`src/rtl/regfile_sb.sv`:
```
// regfile_sb: two-read / two-write register file with a per-register busy
// scoreboard for issue-time hazard detection.
//
// Parameters
//   XLEN   data width
//   NREG   register count (power of two, 2..64); x0 reads as zero
//   BYPASS 1: same-cycle write data is forwarded to reads and masks hazards
//
// Ports
//   clk, rst_n          clock, asynchronous active-low reset
//   ra1/ra2, ren1/ren2  read addresses and operand-used flags
//   rd1/rd2             combinational read data
//   we0/we1, wa0/wa1,   writeback ports 0 and 1 (port 1 wins on collision)
//   wd0/wd1
//   issue_valid/_wa     destination reservation request
//   issue_ready         reservation accepted this cycle
//   flush               clears every reservation on the next edge
//   hazard              a used operand is still reserved
module regfile_sb #(
  parameter int unsigned XLEN   = 32,
  parameter int unsigned NREG   = 32,
  parameter int unsigned BYPASS = 1
) (
  input  logic                      clk,
  input  logic                      rst_n,
  input  logic [$clog2(NREG)-1:0]   ra1,
  input  logic [$clog2(NREG)-1:0]   ra2,
  input  logic                      ren1,
  input  logic                      ren2,
  output logic [XLEN-1:0]           rd1,
  output logic [XLEN-1:0]           rd2,
  input  logic                      we0,
  input  logic                      we1,
  input  logic [$clog2(NREG)-1:0]   wa0,
  input  logic [$clog2(NREG)-1:0]   wa1,
  input  logic [XLEN-1:0]           wd0,
  input  logic [XLEN-1:0]           wd1,
  input  logic                      issue_valid,
  input  logic [$clog2(NREG)-1:0]   issue_wa,
  output logic                      issue_ready,
  input  logic                      flush,
  output logic                      hazard
);

  localparam int unsigned AW  = $clog2(NREG);
  localparam bit          BYP = (BYPASS != 0);

  logic [XLEN-1:0] rf_q [NREG];
  logic [NREG-1:0] busy_q;
  logic [NREG-1:0] busy_d;

  logic wr0_act, wr1_act;
  logic hit0_1, hit1_1, hit0_2, hit1_2;
  logic busy1, busy2;
  logic issue_fire;

  // Writes to x0 are dropped outright
  assign wr0_act = we0 && (wa0 != AW'(0));
  assign wr1_act = we1 && (wa1 != AW'(0));

  // Forwarding matches; an active write never targets x0, so a hit implies raX!=0.
  // Gated by rst_n so reads stay zero while reset is held.
  assign hit0_1 = BYP && rst_n && wr0_act && (wa0 == ra1);
  assign hit1_1 = BYP && rst_n && wr1_act && (wa1 == ra1);
  assign hit0_2 = BYP && rst_n && wr0_act && (wa0 == ra2);
  assign hit1_2 = BYP && rst_n && wr1_act && (wa1 == ra2);

  // Read port 1: array, then port 0 forward, then port 1 forward (highest priority)
  always_comb begin
    rd1 = rf_q[ra1];
    if (ra1 == AW'(0)) rd1 = '0;
    if (hit0_1)        rd1 = wd0;
    if (hit1_1)        rd1 = wd1;
  end

  // Read port 2, same priority order
  always_comb begin
    rd2 = rf_q[ra2];
    if (ra2 == AW'(0)) rd2 = '0;
    if (hit0_2)        rd2 = wd0;
    if (hit1_2)        rd2 = wd1;
  end

  // Operand hazards; a forwarded write supplies the value so the operand is not stalled
  assign busy1 = ren1 && (ra1 != AW'(0)) && busy_q[ra1] && !(hit0_1 || hit1_1);
  assign busy2 = ren2 && (ra2 != AW'(0)) && busy_q[ra2] && !(hit0_2 || hit1_2);

  assign hazard      = busy1 || busy2;
  assign issue_ready = !hazard && !flush;
  assign issue_fire  = issue_valid && issue_ready && (issue_wa != AW'(0));

  // Register array; later assignment gives port 1 priority on a collision
  always_ff @(posedge clk or negedge rst_n) begin
    if (!rst_n) begin
      for (int i = 0; i < int'(NREG); i++) rf_q[i] <= '0;
    end else begin
      if (wr0_act) rf_q[wa0] <= wd0;
      if (wr1_act) rf_q[wa1] <= wd1;
    end
  end

  // Scoreboard next state: clears first, then flush or set (set beats a same-edge clear)
  always_comb begin
    busy_d = busy_q;
    if (wr0_act) busy_d[wa0] = 1'b0;
    if (wr1_act) busy_d[wa1] = 1'b0;
    if (flush)           busy_d = '0;
    else if (issue_fire) busy_d[issue_wa] = 1'b1;
    busy_d[0] = 1'b0;
  end

  // Scoreboard register
  always_ff @(posedge clk or negedge rst_n) begin
    if (!rst_n) busy_q <= '0;
    else        busy_q <= busy_d;
  end

endmodule
```
`config.mk`:
```
export PLATFORM = sky130hd
export DESIGN_NAME = regfile_sb
export DESIGN_NICKNAME = d
export VERILOG_FILES = /design/src/rtl/regfile_sb.sv
export SDC_FILE = /design/constraint.sdc
export NUM_CORES = 2
export LEC_CHECK = 0
export CAP_MARGIN = 20
export CORE_ASPECT_RATIO = 1.25
export CORE_UTILIZATION = 45
export DETAILED_ROUTE_END_ITERATION = 12
export HOLD_SLACK_MARGIN = 0.12
export PLACE_DENSITY = 0.58
export SETUP_SLACK_MARGIN = 0.4
export SLEW_MARGIN = 10
export SYNTH_ARGS = -nofsm -noshare
export SYNTH_HDL_FRONTEND = slang
export SYNTH_SLANG_ARGS = --single-unit
export TNS_END_PERCENT = 1
```
`constraint.sdc`:
```
create_clock -name clk -period 4.5 [get_ports clk]
set_input_delay 0.45 -clock clk [delete_from_list [all_inputs] [get_ports clk]]
set_output_delay 0.45 -clock clk [all_outputs]
set_load 0.01 [all_outputs]
```
# Word-level counts from Yosys, hierarchy flattened
# Cells that the tools add are included.
[word_totals]
regBits = 1055
input_bits = 97
out_inout_bits = 66
elab_cells = 130
[op_classes]
order_cmp = 14
n_eq_ne = 4
n_mux = 34
bitwise_logic = 9
reduce_logical = 36
[op_table]
columns = ["cell", "n"]
rows = [
  ["bitwise mux 1024 bit", 2],
  ["2-to-1 mux 1024 bit", 2],
  ["2-to-1 mux 32 bit", 16],
  ["binary-select mux 32 bit (select 5 bit)", 2],
  ["demux 32 bit (select 5 bit)", 2],
  ["AND 32 bit", 2],
  ["NOT 32 bit", 2],
  ["bitwise OR 32 bit", 1],
  ["< comparator 5 x 6 -> 1 bit, second input constant", 5],
  ["nonzero test 5 bit", 5],
  [">= comparator 6 bit, second input constant", 4],
  ["NOT 5 -> 6 bit", 4],
  ["logical AND 1 bit", 22],
  ["== test 5 bit", 4],
  ["demux 1 bit (select 5 bit)", 3],
  [">= comparator 5 x 1 -> 1 bit, second input constant", 3],
  ["< comparator 6 x 1 -> 1 bit, second input constant", 2],
  ["binary-select mux 1 bit (select 5 bit)", 2],
  ["logical NOT 5 bit", 2],
  ["2-to-1 mux 1 bit", 5],
  ["logical NOT 1 bit", 4],
  ["logical OR 1 bit", 3],
]

# Logic depth before layout (Yosys ltp)
[depth]
depth_word = 14
depth_mapped = 11
ltp_nobuf = 7

# Worst setup path after synthesis
# Ideal clock, no wire load.
[synth_path]
path_kind = "input-to-output"
startpoint = "in ra1[0]"
endpoint = "out rd1[31]"
arrival_time_ps = 2632
t_required_ps = 4050
slack_ps = 1418
path_stages = 7
path_buffers = 3
cell_sequence = "buf_2 > buf_2 > buf_1 > mux4_2 > mux4_2 > o21ai_1 > o21ai_1"
[synth_via]
elab_chain_len = 7
word_cells_on_any_way = 12
cone_classes = "2 x eq/ne; 6 x mux; 1 x bitwise; 3 x reduce/logical"
[synth_rtl]
columns = ["element", "line_no", "text"]
rows = [
  ["start: declaration", "26", "input logic [$clog2(NREG)-1:0] ra1,"],
  ["NOT 5 -> 6 bit (implied by the code)", "70", "rd1 = rf_q[ra1];"],
  ["binary-select mux 32 bit (select 5 bit)", "70", ""],
  ["2-to-1 mux 32 bit (implied by the code) (2 in a row)", "70", ""],
  ["2-to-1 mux 32 bit", "71", "if (ra1 == AW'(0)) rd1 = '0;"],
  ["2-to-1 mux 32 bit", "72", "if (hit0_1) rd1 = wd0;"],
  ["2-to-1 mux 32 bit (*)", "73", "if (hit1_1) rd1 = wd1;"],
  ["end: declaration", "30", "output logic [XLEN-1:0] rd1,"],
]
# Every way passes the cells marked *; elsewhere a longest branch is shown, timed or not. The select of a mux whose other input is x is not followed.

# Worst setup path in the final report
[layout_path]
startpoint = "in we1"
endpoint = "out rd1[0]"
[layout_via]
elab_chain_len = 4
[layout_rtl]
columns = ["element", "line_no", "text"]
rows = [
  ["start: declaration", "33", "input logic we1,"],
  ["logical AND 1 bit", "59", "assign wr1_act = we1 && (wa1 != AW'(0));"],
  ["logical AND 1 bit (2 in a row)", "64", "assign hit1_1 = BYP && rst_n && wr1_act && (wa1 == ra1);"],
  ["2-to-1 mux 32 bit", "73", ""],
]
# Every way passes these cells.

==> flow_metrics.env <==
export IMPL_status="finished clean"
export IMPL_std_cell_rows=157
export IMPL_grt_start_max_net_pins=164
export IMPL_finalPower_mw=32.8
export IMPL_timing_setup_tns_ns=0
export IMPL_grt_pass1_vias=53985
export IMPL_initial_core_util=0.455
export IMPL_arrival_ns=3.68
export IMPL_synthSimpleGateAreaFrac=0.0847
export IMPL_place_gp_congestion=0.911
export IMPL_setup_violations=0
export IMPL_wl_mm=279
export IMPL_rsz0062_at_grt="true"
export IMPL_relSlewSlack=0.158
export IMPL_antenna_found_initial=16
export IMPL_power_density_nw_per_um2=438
export IMPL_synth_nets=6584
export IMPL_ys_warn_count=0
export IMPL_cap_violations=0
export IMPL_period_share=0.918
export IMPL_synth_seq_cells=1055
export IMPL_vdd_drop_max_uv=357
export IMPL_cts_clk_slew_worst_paths_ns=0.06
export IMPL_ys_flop_type="dfrtp_1"
export IMPL_crit_chain="clkdlybuf4s50_1 > nand2_1 > or4_4 > nor4_4 > a211o_4 > buf_12 > nor3_1 > a221o_1 > clkdlybuf4s50_1"
export IMPL_synth_area_um2=66800
export IMPL_synthMuxAreaShare=0.324
export IMPL_cts_buffer_depth=3
export IMPL_viasPerCell=6.78
export IMPL_area_growth_pct=12.1
export IMPL_worst_setup_path_type="primary input to primary output"
export IMPL_grt_pass1_wl_mm=400
export IMPL_hold_depth=5
export IMPL_core_um2=147000
export IMPL_worst_pin_slew_ns=1.26
export IMPL_cts_made_buffers=115
export IMPL_clock_sinks=1055
export IMPL_postLayoutCoreUtil=0.509
export IMPL_hold_ws_ns=0.388
export IMPL_crit_path_max_fanout=32
export IMPL_timing_final_ws_setup_ns=0.370
export IMPL_critPathLaunchType="primary input"
export IMPL_period_needed_ns=4.13
export IMPL_yosys_top_cells_count="mux2i_1 (1135), dfrtp_1 (1055), nor2_1 (731)"
export IMPL_required_ns=4.05
export IMPL_dp_hpwl_mm=164
export IMPL_io_buffers=162
export IMPL_reg2reg_depth=8
export IMPL_clk_latency_ns=0.78
export IMPL_dp_slack_ns=0.225
export IMPL_synth_top_area_frac=0.395
export IMPL_cp_slowest_cell="clkdlybuf4s50_1"
export IMPL_cts_tree="done"
export IMPL_synth_xor_area_share=0.00262
export IMPL_netlist_cell_type_count=57
export IMPL_drv_slew=0
export IMPL_chipHeight_um=433
export IMPL_hp_class="primary input to flip-flop"
export IMPL_slowest_delay_ns=0.57
export IMPL_grt_usage=0.369
export IMPL_cpMostUsedCell="clkdlybuf4s50_1"
export IMPL_leakage_nw=32.9
export IMPL_htree_levels=3
export IMPL_synthAdderAreaFrac=0
export IMPL_end_kind="primary output"
export IMPL_drc=0
export IMPL_yosysMostFrequentCell="mux2i_1"
export IMPL_drt_iter0_drc=7430
export IMPL_synthArstFlopShare=1.00
export IMPL_synth_top_cell_by_area="dfrtp_1"
export IMPL_fmax_ghz=0.242
export IMPL_avgSynthCellArea_um2=10.3
export IMPL_hold_viol_final=0
export IMPL_fillers=13075
export IMPL_synth_top_family_by_area="multiplexers"
export IMPL_ys_seq_area_frac=0.395
export IMPL_root_buffer="clkbuf_16"
export IMPL_io_pins=163
export IMPL_synth_edff_count=0
export IMPL_antenna_left=0
export IMPL_route_vias_total=55693
export IMPL_synthCells=6487
export IMPL_synth_area_leaders="dfrtp_1 (40%), mux2i_1 (17%), mux4_2 (15%)"
export IMPL_drive_above_1_share=0.165
export IMPL_die_w_um=347
export IMPL_finClkSkew_ns=0.0426
export IMPL_finalNetCount=6290
export IMPL_wire_per_inst_um=34.0
export IMPL_synth_compound_area_share=0.141
export IMPL_grt_overflow_total=0
export IMPL_dr_pass1_iters=8
export IMPL_dieArea_um2=150000
sequential cells by signal (all words and copies together), names as in the netlist:
| register | cells |
|---|---|
| rf_q | 1024 |
| busy_q | 31 |
area by class of cell:
class	count	area (um^2)	share of cell area
diodes	10	25.0	0.000334
flip-flops and latches	1055	26400	0.353
well taps	1908	2390	0.0319
clock buffers	171	3390	0.0453
repair buffers	454	4540	0.0607
inverters	6	28.8	0.000384
multi-input cells	4561	37400	0.500
clock inverters	45	678	0.00906
power breakdown:
part           internal [mW]  switching (mW)  total, mW
sequential              11.9            1.87       13.8
combinational           4.55            4.01       8.56
clock                   6.12            4.35       10.5
total                   22.5            10.2       32.8
path summary, 6_finish.rpt:
path                                 startpoint                   end  slack, ns
max in group asynchronous                 rst_n   rf_q[968]$_DFF_PN0_       1.68
max                                         we1                rd1[0]       0.37
min in group asynchronous                 rst_n   rf_q[707]$_DFF_PN0_       0.49
min reg2reg                rf_q[1011]$_DFF_PN0_  rf_q[1011]$_DFF_PN0_       0.40
min                                      wa1[2]   rf_q[771]$_DFF_PN0_       0.39
max reg2reg                busy_q[28]$_DFF_PN0_  busy_q[24]$_DFF_PN0_       2.01
metrics by stage:
step / cells / instance area [um^2]
final: 8210 / 74900
after global routing: 8203 / 74800
after CTS: 8198 / 74800
after detailed placement: 7980 / 70700
after global placement: 7979 / 70700
after floorplan: 6487 / 66800
critical path: cells and delay by family:
kind	cells	cell delay, ns
buffers and inverters	3	1.37
and+or+nand+nor	4	1.26
AOI/OAI and AO/OA	2	0.55
routing by layer:
layer  part of all wire  wire length [um]  up-vias  track usage
met5            0.00037               104        -            0
met4              0.064             17800       14        0.211
met3               0.11             30600      927       0.0934
met2               0.45            126000     3576        0.571
met1               0.37            105000    27969        0.471
li1                   -                 -    23207            -
placed cells by master (no fill, tap or decap), drive strengths merged, types with 13 or more instances in the layout:
cell type and instances:
nand3 13, mux4 456, and3 14, bufinv 16, nand2 474, a221oi 133
o211ai 21, clkdlybuf4s50 148, nor3 23, a221o 17, o211a 13, a21oi 595
nor2 731, mux2i 1135, or4bb 25, clkbuf 171, a22oi 168, and2 17
o31ai 19, a32oi 58, o21ai 552, clkinv 25, buf 301, dfrtp 1055
cell families after synthesis:
logic type             after synthesis
AO/OA/AOI/OAI                     1588
XOR/XNOR                            20
buffers and inverters              871
flip-flops                        1055
multiplexers                      1593
AND/OR/NAND/NOR                   1360
what timing repair did:
item | 4_1_cts | 5_1_grt
hold endpoints to repair | 27 | 0
setup buffers | 0 | 1
pin swaps | 0 | 1
gates resized for setup | 2 | 6
setup endpoints to repair | 7 | 39
hold buffers | 2 | 0
(Power assumes the default switching activity.)
